===== config.mk =====
export PLATFORM = sky130hd
export DESIGN_NAME = q_update_seq
export DESIGN_NICKNAME = d
export VERILOG_FILES = /design/src/rtl/q_update_seq.sv
export SDC_FILE = /design/constraint.sdc
export NUM_CORES = 1
export LEC_CHECK = 0
export ABC_AREA = 1
export CORE_AREA = 2 2 180 182
export CTS_CLUSTER_DIAMETER = 50
export DETAILED_ROUTE_END_ITERATION = 16
export DIE_AREA = 0 0 182 184
export PLACE_DENSITY_LB_ADDON = 0.12
export SETUP_SLACK_MARGIN = 0.1
export SLEW_MARGIN = 20
export SYNTH_ARGS = -nofsm -noshare
export SYNTH_HDL_FRONTEND = slang
export SYNTH_SLANG_ARGS = --single-unit

===== constraint.sdc =====
create_clock -name clock -period 1.77 [get_ports clock]
set_input_delay 0.354 -clock clock [delete_from_list [all_inputs] [get_ports clock]]
set_output_delay 0.354 -clock clock [all_outputs]
set_load 0.05 [all_outputs]

===== src/rtl/q_update_seq.sv =====
// Sequencer for one Q-learning update: reads the Q(s,*) and Q(s',*) rows,
// feeds the datapath, then writes Q_new back to the RAM picked by the action.
module q_update_seq #(
  parameter int STATE_W = 18,
  parameter int DATA_W  = 16
) (
  input  logic                  clock,
  input  logic                  reset,
  input  logic                  start,
  input  logic [STATE_W-1:0]    state_in,
  input  logic [STATE_W-1:0]    next_state_in,
  input  logic [3:0]            action_in,
  input  logic [DATA_W-1:0]     reward_in,
  output logic                  busy,
  output logic                  done,
  output logic                  err,
  output logic [DATA_W-1:0]     q_result,
  output logic [STATE_W-1:0]    ram_raddr,
  input  logic [9*DATA_W-1:0]   ram_rdata,
  output logic [8:0]            ram_we,
  output logic [STATE_W-1:0]    ram_waddr,
  output logic [DATA_W-1:0]     ram_wdata,
  output logic [9*DATA_W-1:0]   dp_data,
  output logic [3:0]            dp_action,
  output logic [DATA_W-1:0]     dp_reward,
  input  logic [DATA_W-1:0]     dp_q_new
);

  typedef enum logic [2:0] {
    IDLE,
    RD_S,
    RD_N,
    CAP_N,
    EVAL,
    WR,
    DONE
  } state_t;

  state_t               state_q;
  state_t               state_d;
  logic [STATE_W-1:0]   s_q;
  logic [STATE_W-1:0]   sn_q;
  logic [STATE_W-1:0]   raddr_q;
  logic [9*DATA_W-1:0]  data_q;
  logic [3:0]           a_q;
  logic [DATA_W-1:0]    r_q;
  logic [DATA_W-1:0]    q_reg;
  logic [DATA_W-1:0]    q_res_q;
  logic                 legal;
  logic [8:0]           we_mask;

  assign legal   = (a_q != 4'd0) && (a_q <= 4'd9);
  assign we_mask = 9'd1 << (a_q - 4'd1);

  always_ff @(posedge clock) begin
    if (reset) state_q <= IDLE;
    else       state_q <= state_d;
  end

  always_comb begin
    state_d = state_q;
    unique case (state_q)
      IDLE:    if (start) state_d = RD_S;
      RD_S:    state_d = RD_N;
      RD_N:    state_d = CAP_N;
      CAP_N:   state_d = EVAL;
      EVAL:    state_d = WR;
      WR:      state_d = DONE;
      DONE:    state_d = IDLE;
      default: state_d = IDLE;
    endcase
  end

  // Write enable is gated by reset so a reset landing in WR never writes.
  always_comb begin
    busy   = (state_q != IDLE);
    done   = (state_q == DONE);
    err    = (state_q == DONE) && !legal;
    ram_we = '0;
    if (state_q == WR && legal && !reset)
      ram_we = we_mask;
  end

  always_ff @(posedge clock) begin
    if (reset) begin
      s_q     <= '0;
      sn_q    <= '0;
      a_q     <= '0;
      r_q     <= '0;
      raddr_q <= '0;
      data_q  <= '0;
      q_reg   <= '0;
      q_res_q <= '0;
    end else begin
      unique case (state_q)
        IDLE: begin
          if (start) begin
            s_q     <= state_in;
            sn_q    <= next_state_in;
            a_q     <= action_in;
            r_q     <= reward_in;
            raddr_q <= state_in;
          end
        end
        RD_S:  raddr_q <= sn_q;
        RD_N:  data_q  <= ram_rdata;
        CAP_N: data_q  <= ram_rdata;
        EVAL:  q_reg   <= dp_q_new;
        WR:    if (legal) q_res_q <= q_reg;
        default: ;
      endcase
    end
  end

  assign ram_raddr = raddr_q;
  assign ram_waddr = s_q;
  assign ram_wdata = q_reg;
  assign dp_data   = data_q;
  assign dp_action = a_q;
  assign dp_reward = r_q;
  assign q_result  = q_res_q;

endmodule

==> run metrics, run 1 <==
CTS tree=yes; drt pass-1 iters=4; status=finished, violations left; Critical R2R Launch=state_q[1]$_SDFFE_PP0P_; failing checks=negative setup slack; Final Cell Area=0.0156 mm2; Fin. Hold Viols=0; die area=about 0.033 mm2; Main synth FF type=dfxtp_1; Seq cells post-synth=253; Starting Density=0.294; total power=0.0185 W; global route overflow=0; crit path from=dp_action[0]$_SDFFE_PP0P_; pwr/cell area=about 1200 mW/mm2; overall routing resource usage=0.189; Cell Area, Synth=a little over 0.009 mm2; fillcell total=slightly above 3000; Mapped Cells=1234; crit path max fanout=4; IO Pins=approximately 460; worst slew pin tran=between 0.4 and 0.5 ns; Final Max Tran Viols=0; number of synthesized flops with an enable pin=0; worst-case reg-to-reg path depth=8; dpl hpwl=about 24000 um; number of max-cap violations=0; Mean Syn Cell Area=7.49 um2; Reg2Reg Setup Slack=0.22 ns; RSZ-0062 raised after global routing=yes; GRT met1 Usage=0.214; R2R Path End=ram_wdata[15]$_SDFFE_PP0P_; htree depth=2; Seq/Total Area, Yosys=0.548; Tmin final=between 2 and 2.5 ns; Yosys Warn Count=0; setup TNS=-2.87 ns; share of layout cells above drive strength 1=0.232; routed vias=between 9000 and 10000; pre-CTS setup slack=-0.0829 ns; DR DRC count=0; CP required=1.42 ns; final WL=~33000 um; grt met2 use=0.333; distinct cell type count after synthesis=22; ys async rst share=0; nets=roughly 1900; Max Clock Skew=0.0185 ns; n_diodes=0; GR Util met3=0.0689; final setup margin=-0.308 ns; 1st-iter DRT viols=372; CTS Hold Bufs=0; CP Launch Type=flip-flop; Syn Nets=~1500; clock buffer depth=3; IO buf count=between 400 and 500; Setup crit end=ram_we[6]; peak supply drop=roughly 0.78 mV; Reg clk slew, reported paths=approximately 0.06 ns; GRT busiest layer=met2; Clock Sinks=253; clock latency on the worst-skew pair=0.50 ns; Final GP Congestion=between 0.8 and 0.9; drt wl/cell=roughly 15 um; Die Height=between 150 and 200 um; growth of design area from synthesis to finish=69.1%; DR vias/cell=roughly 4.4; antenna viol nets, final=0; placed cell area=around 0.014 mm2; type of the worst min-delay path=reg2reg; WS Path Type=reg2out; initial antenna violation count=0; Final period util=1.17; Final setup viols=10; Worst slew margin=0.715; FP Rows=65; Core Area=roughly 0.031 mm2; Inserted Clock Buffers=34; Leakage=slightly below 7 nW; largest net degree at the start of global routing=84; Fmax achieved=just under 500 MHz; clk root buf=clkbuf_16; crit path capture type=primary output; vias in the first global route=8976; Arr. time, crit path=approximately 1.7 ns; die width=around 180 um; first-pass GRT wire length=50000 um
==> cell type report <==
cell class | count | area, um2 | area share
flip-flops and latches | 253 | 5080 | 0.325
repair buffers | 518 | 4860 | 0.311
multi-input cells | 817 | 3700 | 0.237
clock buffers | 46 | 990 | 0.0634
well taps | 402 | 503 | 0.0322
inverters | 83 | 324 | 0.0207
clock inverters | 14 | 170 | 0.0109
==> metrics by stage <==
stage	utilization	std cells	hold slack [ns]
2_1_floorplan	-	1234	0.424
3_5_place_dp	0.454	2061	0.433
3_3_place_gp	0.454	2061	0.430
6_report	0.498	2133	0.439
5_1_grt	0.498	2133	0.460
4_1_cts	0.496	2130	0.439
==> cell usage after synthesis (2+ instances only) <==
cell / instances / area share
a21oi_1: 57 / 0.031
buf_1: 2 / 0.00081
buf_2: 29 / 0.016
buf_4: 4 / 0.0033
clkbuf_1: 46 / 0.019
dfxtp_1: 253 / 0.55
ha_1: 2 / 0.0027
inv_1: 78 / 0.032
inv_2: 4 / 0.0016
nand2_1: 101 / 0.041
nand3_1: 4 / 0.0022
nand3_2: 2 / 0.0022
nand4_1: 22 / 0.015
nor2_1: 420 / 0.17
nor2_2: 2 / 0.0014
nor3_1: 3 / 0.0016
o21ai_0: 190 / 0.10
o21ai_1: 11 / 0.0060
==> cell usage in the layout (no fill, tap or decap), types with 14 or more instances in the layout <==
master | synthesis | routed
nand2_1 | 101 | 93
buf_12 | 0 | 32
clkdlybuf4s50_1 | 0 | 218
dfxtp_1 | 253 | 247
nor2_1 | 420 | 409
nand4_1 | 22 | 22
inv_1 | 78 | 73
buf_4 | 4 | 263
a21oi_1 | 57 | 57
clkbuf_16 | 0 | 37
nor2_4 | 1 | 14
o21ai_0 | 190 | 190
==> logic make-up after synthesis <==
logic type                 count (synthesis)  synth area share
AOI/OAI and AO/OA                        258             0.140
and+or+nand+nor                          557             0.237
adders and majority gates                  2           0.00271
buffers and inverters                    164            0.0722
DFF                                      253             0.548
==> per-layer routing <==
layer  share of wire  wire length (um)  vias to the layer above
li1                -                 -                     4849
met1            0.40             13200                     4195
met2            0.49             16100                      297
met3           0.088              2900                       50
met4           0.023               772                        0
met5               0                 0                        -
==> critical path, cell delays in order (launching register included) <==
cell,delay [ns]
dfxtp_4,0.35
nor2_4,0.15
ha_4,0.24
inv_4,0.07
nand4_1,0.13
nor2_4,0.16
buf_12,0.14
==> how the worst min path moves through the flow <==
stage,to,cells past startpoint,slack (ns),from
floorplan,sn_q[10]$_SDFFE_PP0P_,2,0.42,sn_q[10]$_SDFFE_PP0P_
global placement,sn_q[9]$_SDFFE_PP0P_,2,0.43,sn_q[9]$_SDFFE_PP0P_
detailed placement,sn_q[3]$_SDFFE_PP0P_,2,0.43,sn_q[3]$_SDFFE_PP0P_
CTS,dp_data[91]$_SDFFE_PP0P_,3,0.44,ram_rdata[91]
global route,dp_reward[0]$_SDFFE_PP0P_,2,0.46,dp_reward[0]$_SDFFE_PP0P_
finish,dp_reward[10]$_SDFFE_PP0P_,2,0.44,dp_reward[10]$_SDFFE_PP0P_
==> registers in the layout, summed over array words and instances (netlist names) <==
name,flops
state_q,3
ram_waddr,18
sn_q,18
q_result,16
dp_reward,16
ram_wdata,16
dp_data,144
ram_raddr,18
dp_action,4
==> power by group <==
group	internal, W	total [W]	switching, W
Clock	0.00439	0.00698	0.00259
Sequential	0.00626	0.00656	0.000300
Combinational	0.00174	0.00494	0.00320
==> what timing repair did <==
action,4_1_cts,5_1_grt
setup endpoints to repair,13,39
pin swaps,15,10
gates resized for setup,23,12
buffers inserted,9,3
Note: power is estimated with default switching activity, not from simulation.
==> run 2, diff against run 1 <==
- CORE_AREA: 2 2 180 182 -> 2 2 179 181
- DIE_AREA: 0 0 182 184 -> 0 0 181 183
- RECOVER_POWER: default -> 50
- clock period: 1.77 -> 2.4 ns (I/O delays scaled with it)
==> run 2 against run 1 <==
The run now ends clean. Worst hold slack improved by 0.0025 ns. Power fell by 26%. Critical path depth rose by 1. Clock skew fell by 0.0066 ns. Final area rose by 0.45%. Highest routed layer unchanged. Critical endpoint is now ram_we[8]. Critical path type unchanged. Register-to-register slack improved by 0.04 ns. Final cell count fell by 1.4%. Die area fell by 1.1%. Count of clock-buffer cells in the layout rose by 4. First-iteration DRC count rose by 23%. Non-clock buffer count fell by 33.
==> run metrics, run 2 (synthesis gave the netlist of run 1 again) <==
Die Height=183 um (was 184 um); commonest non-fill, non-tap cell in the layout=clkdlybuf4s50_1 (was nor2_1); pre-CTS setup slack=0.242 ns (was -0.0829 ns); DR DRC count=0 (unchanged); die width=181 um (was 182 um); largest net degree at the start of global routing=145 (was 84); Max Clock Skew=0.0118 ns (was 0.0185 ns); die area=0.0331 mm2 (was 0.0335 mm2); FP Rows=65 (unchanged); final WL=33100 um (was 32900 um); dpl hpwl=23100 um (was 24000 um); peak supply drop=0.626 mV (was 0.782 mV); setup TNS=0 ns (was -2.87 ns); overall routing resource usage=0.191 (was 0.189); fillcell total=3044 (was 3118); RSZ-0062 raised after global routing=yes (unchanged); Final Max Tran Viols=0 (unchanged); htree depth=2 (unchanged); clock buffer depth=3 (unchanged); Inserted Clock Buffers=35 (was 34); IO buf count=462 (unchanged); footprint of the multi-input gates=0.00364 mm2 (was 0.00370 mm2); Starting Density=0.296 (was 0.294); Fmax achieved=between 400 and 500 MHz; 1st-iter DRT viols=458 (was 372); CP required=1.92 ns (was 1.42 ns); switch share=0.324 (was 0.329); Worst slew margin=0.359 (was 0.715); Final period util=0.954; global route overflow=0 (unchanged); crit path max fanout=6 (was 4); drt wl/cell=15.7 um (was 15.4 um); drt pass-1 iters=4 (unchanged); sequential share of power=0.354 (was 0.355); Final Cell Area=0.0157 mm2 (was 0.0156 mm2); placed cell area=0.0143 mm2 (was 0.0142 mm2); fin util=0.502 (was 0.498); growth of design area from synthesis to finish=69.9% (was 69.1%); final setup margin=0.111 ns (was -0.308 ns); non-filler cells, final=2104 (was 2133); antenna viol nets, final=0 (unchanged); max reg flops=144 (unchanged); Placed Cells incl. Taps=2032 (was 2061); type of the worst min-delay path=reg2reg (unchanged); DR vias/cell=4.45 (was 4.40); pwr/cell area=874 mW/mm2 (was 1180 mW/mm2); status=complete, no violations (was finished, violations left); Arr. time, crit path=1.81 ns (was 1.72 ns); IO Pins=463 (unchanged); nets=1896 (was 1928); Final GP Congestion=0.777 (was 0.802); Fin. Hold Viols=0 (unchanged); number of max-cap violations=0 (unchanged); clock latency on the worst-skew pair=0.49 ns (was 0.50 ns); Leakage=6.09 nW (was 6.75 nW); CTS tree=yes (unchanged); Pint=0.00926 W (was 0.0124 W); Register Area=0.00508 mm2 (about the same); WS Path Type=reg2out (unchanged); CP Launch Type=flip-flop (unchanged); vias in the first global route=8844 (was 8976); Comb power frac=0.263 (was 0.267); commonest non-fill, non-tap cells in the layout=clkdlybuf4s50_1 (447), nor2_1 (410), dfxtp_1 (248), o21ai_0 (198), nand2_1 (97) (was nor2_1 (409), buf_4 (263), dfxtp_1 (247), clkdlybuf4s50_1 (218), o21ai_0 (190)); Clock Sinks=253 (unchanged); Core Area=0.0312 mm2 (was 0.0314 mm2); share of layout cells above drive strength 1=0.0752 (was 0.232); initial antenna violation count=1 (was 0); routed vias=9367 (was 9391); crit path capture type=primary output (unchanged); Tmin final=between 2 and 2.5 ns; worst slew pin tran=0.961 ns (was 0.428 ns); Reg clk slew, reported paths=0.06 ns (about the same); sw power=0.00444 W (was 0.00609 W); first-pass GRT wire length=50200 um (was 50000 um); clock share of power=0.383 (was 0.378); clk root buf=clkbuf_16 (unchanged); Final setup viols=0 (was 10)
## run 2: final cells by class
class | instances | area share
clock buffers | 50 | 0.0666
clock inverters | 13 | 0.0100
diodes | 1 | 0.000159
repair buffers | 485 | 0.315
well taps | 402 | 0.0321
inverters | 83 | 0.0204
multi-input cells | 817 | 0.232
flip-flops and latches | 253 | 0.324
## run 2: through the flow
| step | total power, W | hold WS, ns |
|---|---|---|
| floorplan | 0.00711 | 0.424 |
| global placement | 0.00850 | 0.433 |
| detailed placement | 0.00851 | 0.437 |
| CTS | 0.0139 | 0.446 |
| global route | 0.0144 | 0.460 |
| finish | 0.0137 | 0.442 |
## run 2: worst max-delay path: stages, from the launching register on
cell and delay (ns):
dfxtp_4 0.39, inv_4 0.05, ha_4 0.29, inv_4 0.04, nor3_4 0.21, nand2_2 0.09
nor2_4 0.11, buf_12 0.14
## run 2: final timing paths
| kind | slack [ns] | start | endpoint | cells after the start |
|---|---|---|---|---|
| max | 0.11 | dp_action[2]$_SDFFE_PP0P_ | ram_we[8] | 7 |
| min reg2reg | 0.44 | sn_q[15]$_SDFFE_PP0P_ | sn_q[15]$_SDFFE_PP0P_ | 2 |
| max reg2reg | 0.26 | state_q[2]$_SDFFE_PP0P_ | dp_data[74]$_SDFFE_PP0P_ | 6 |
| min | 0.44 | sn_q[15]$_SDFFE_PP0P_ | sn_q[15]$_SDFFE_PP0P_ | 2 |
## run 2: routing by layer
metal | share of wire | GRT usage | vias up | routed length (um)
met5 | 0 | 0 | - | 0
met4 | 0.028 | 0.0663 | 0 | 918
met3 | 0.089 | 0.0679 | 53 | 2950
met2 | 0.47 | 0.327 | 318 | 15600
met1 | 0.41 | 0.221 | 4208 | 13700
li1 | - | - | 4788 | -
## run 2: repair_timing
item / 4_1_cts / 5_1_grt
pin swaps: 5 / 8
gates cloned: 0 / 1
hold buffers: 0 / 0
setup endpoints to repair: 11 / 9
buffers inserted: 3 / 4
endpoints found under the hold margin: 0 / 0
gates resized for setup: 20 / 21
## run 2: power by group through the flow
stage | Combinational (W) | Clock [W] | Sequential, W
finish | 0.00361 | 0.00525 | 0.00485
global route | 0.00386 | 0.00561 | 0.00490
CTS | 0.00362 | 0.00541 | 0.00485
detailed placement | 0.00358 | 0 | 0.00493
global placement | 0.00358 | 0 | 0.00492
floorplan | 0.000919 | 0 | 0.00619
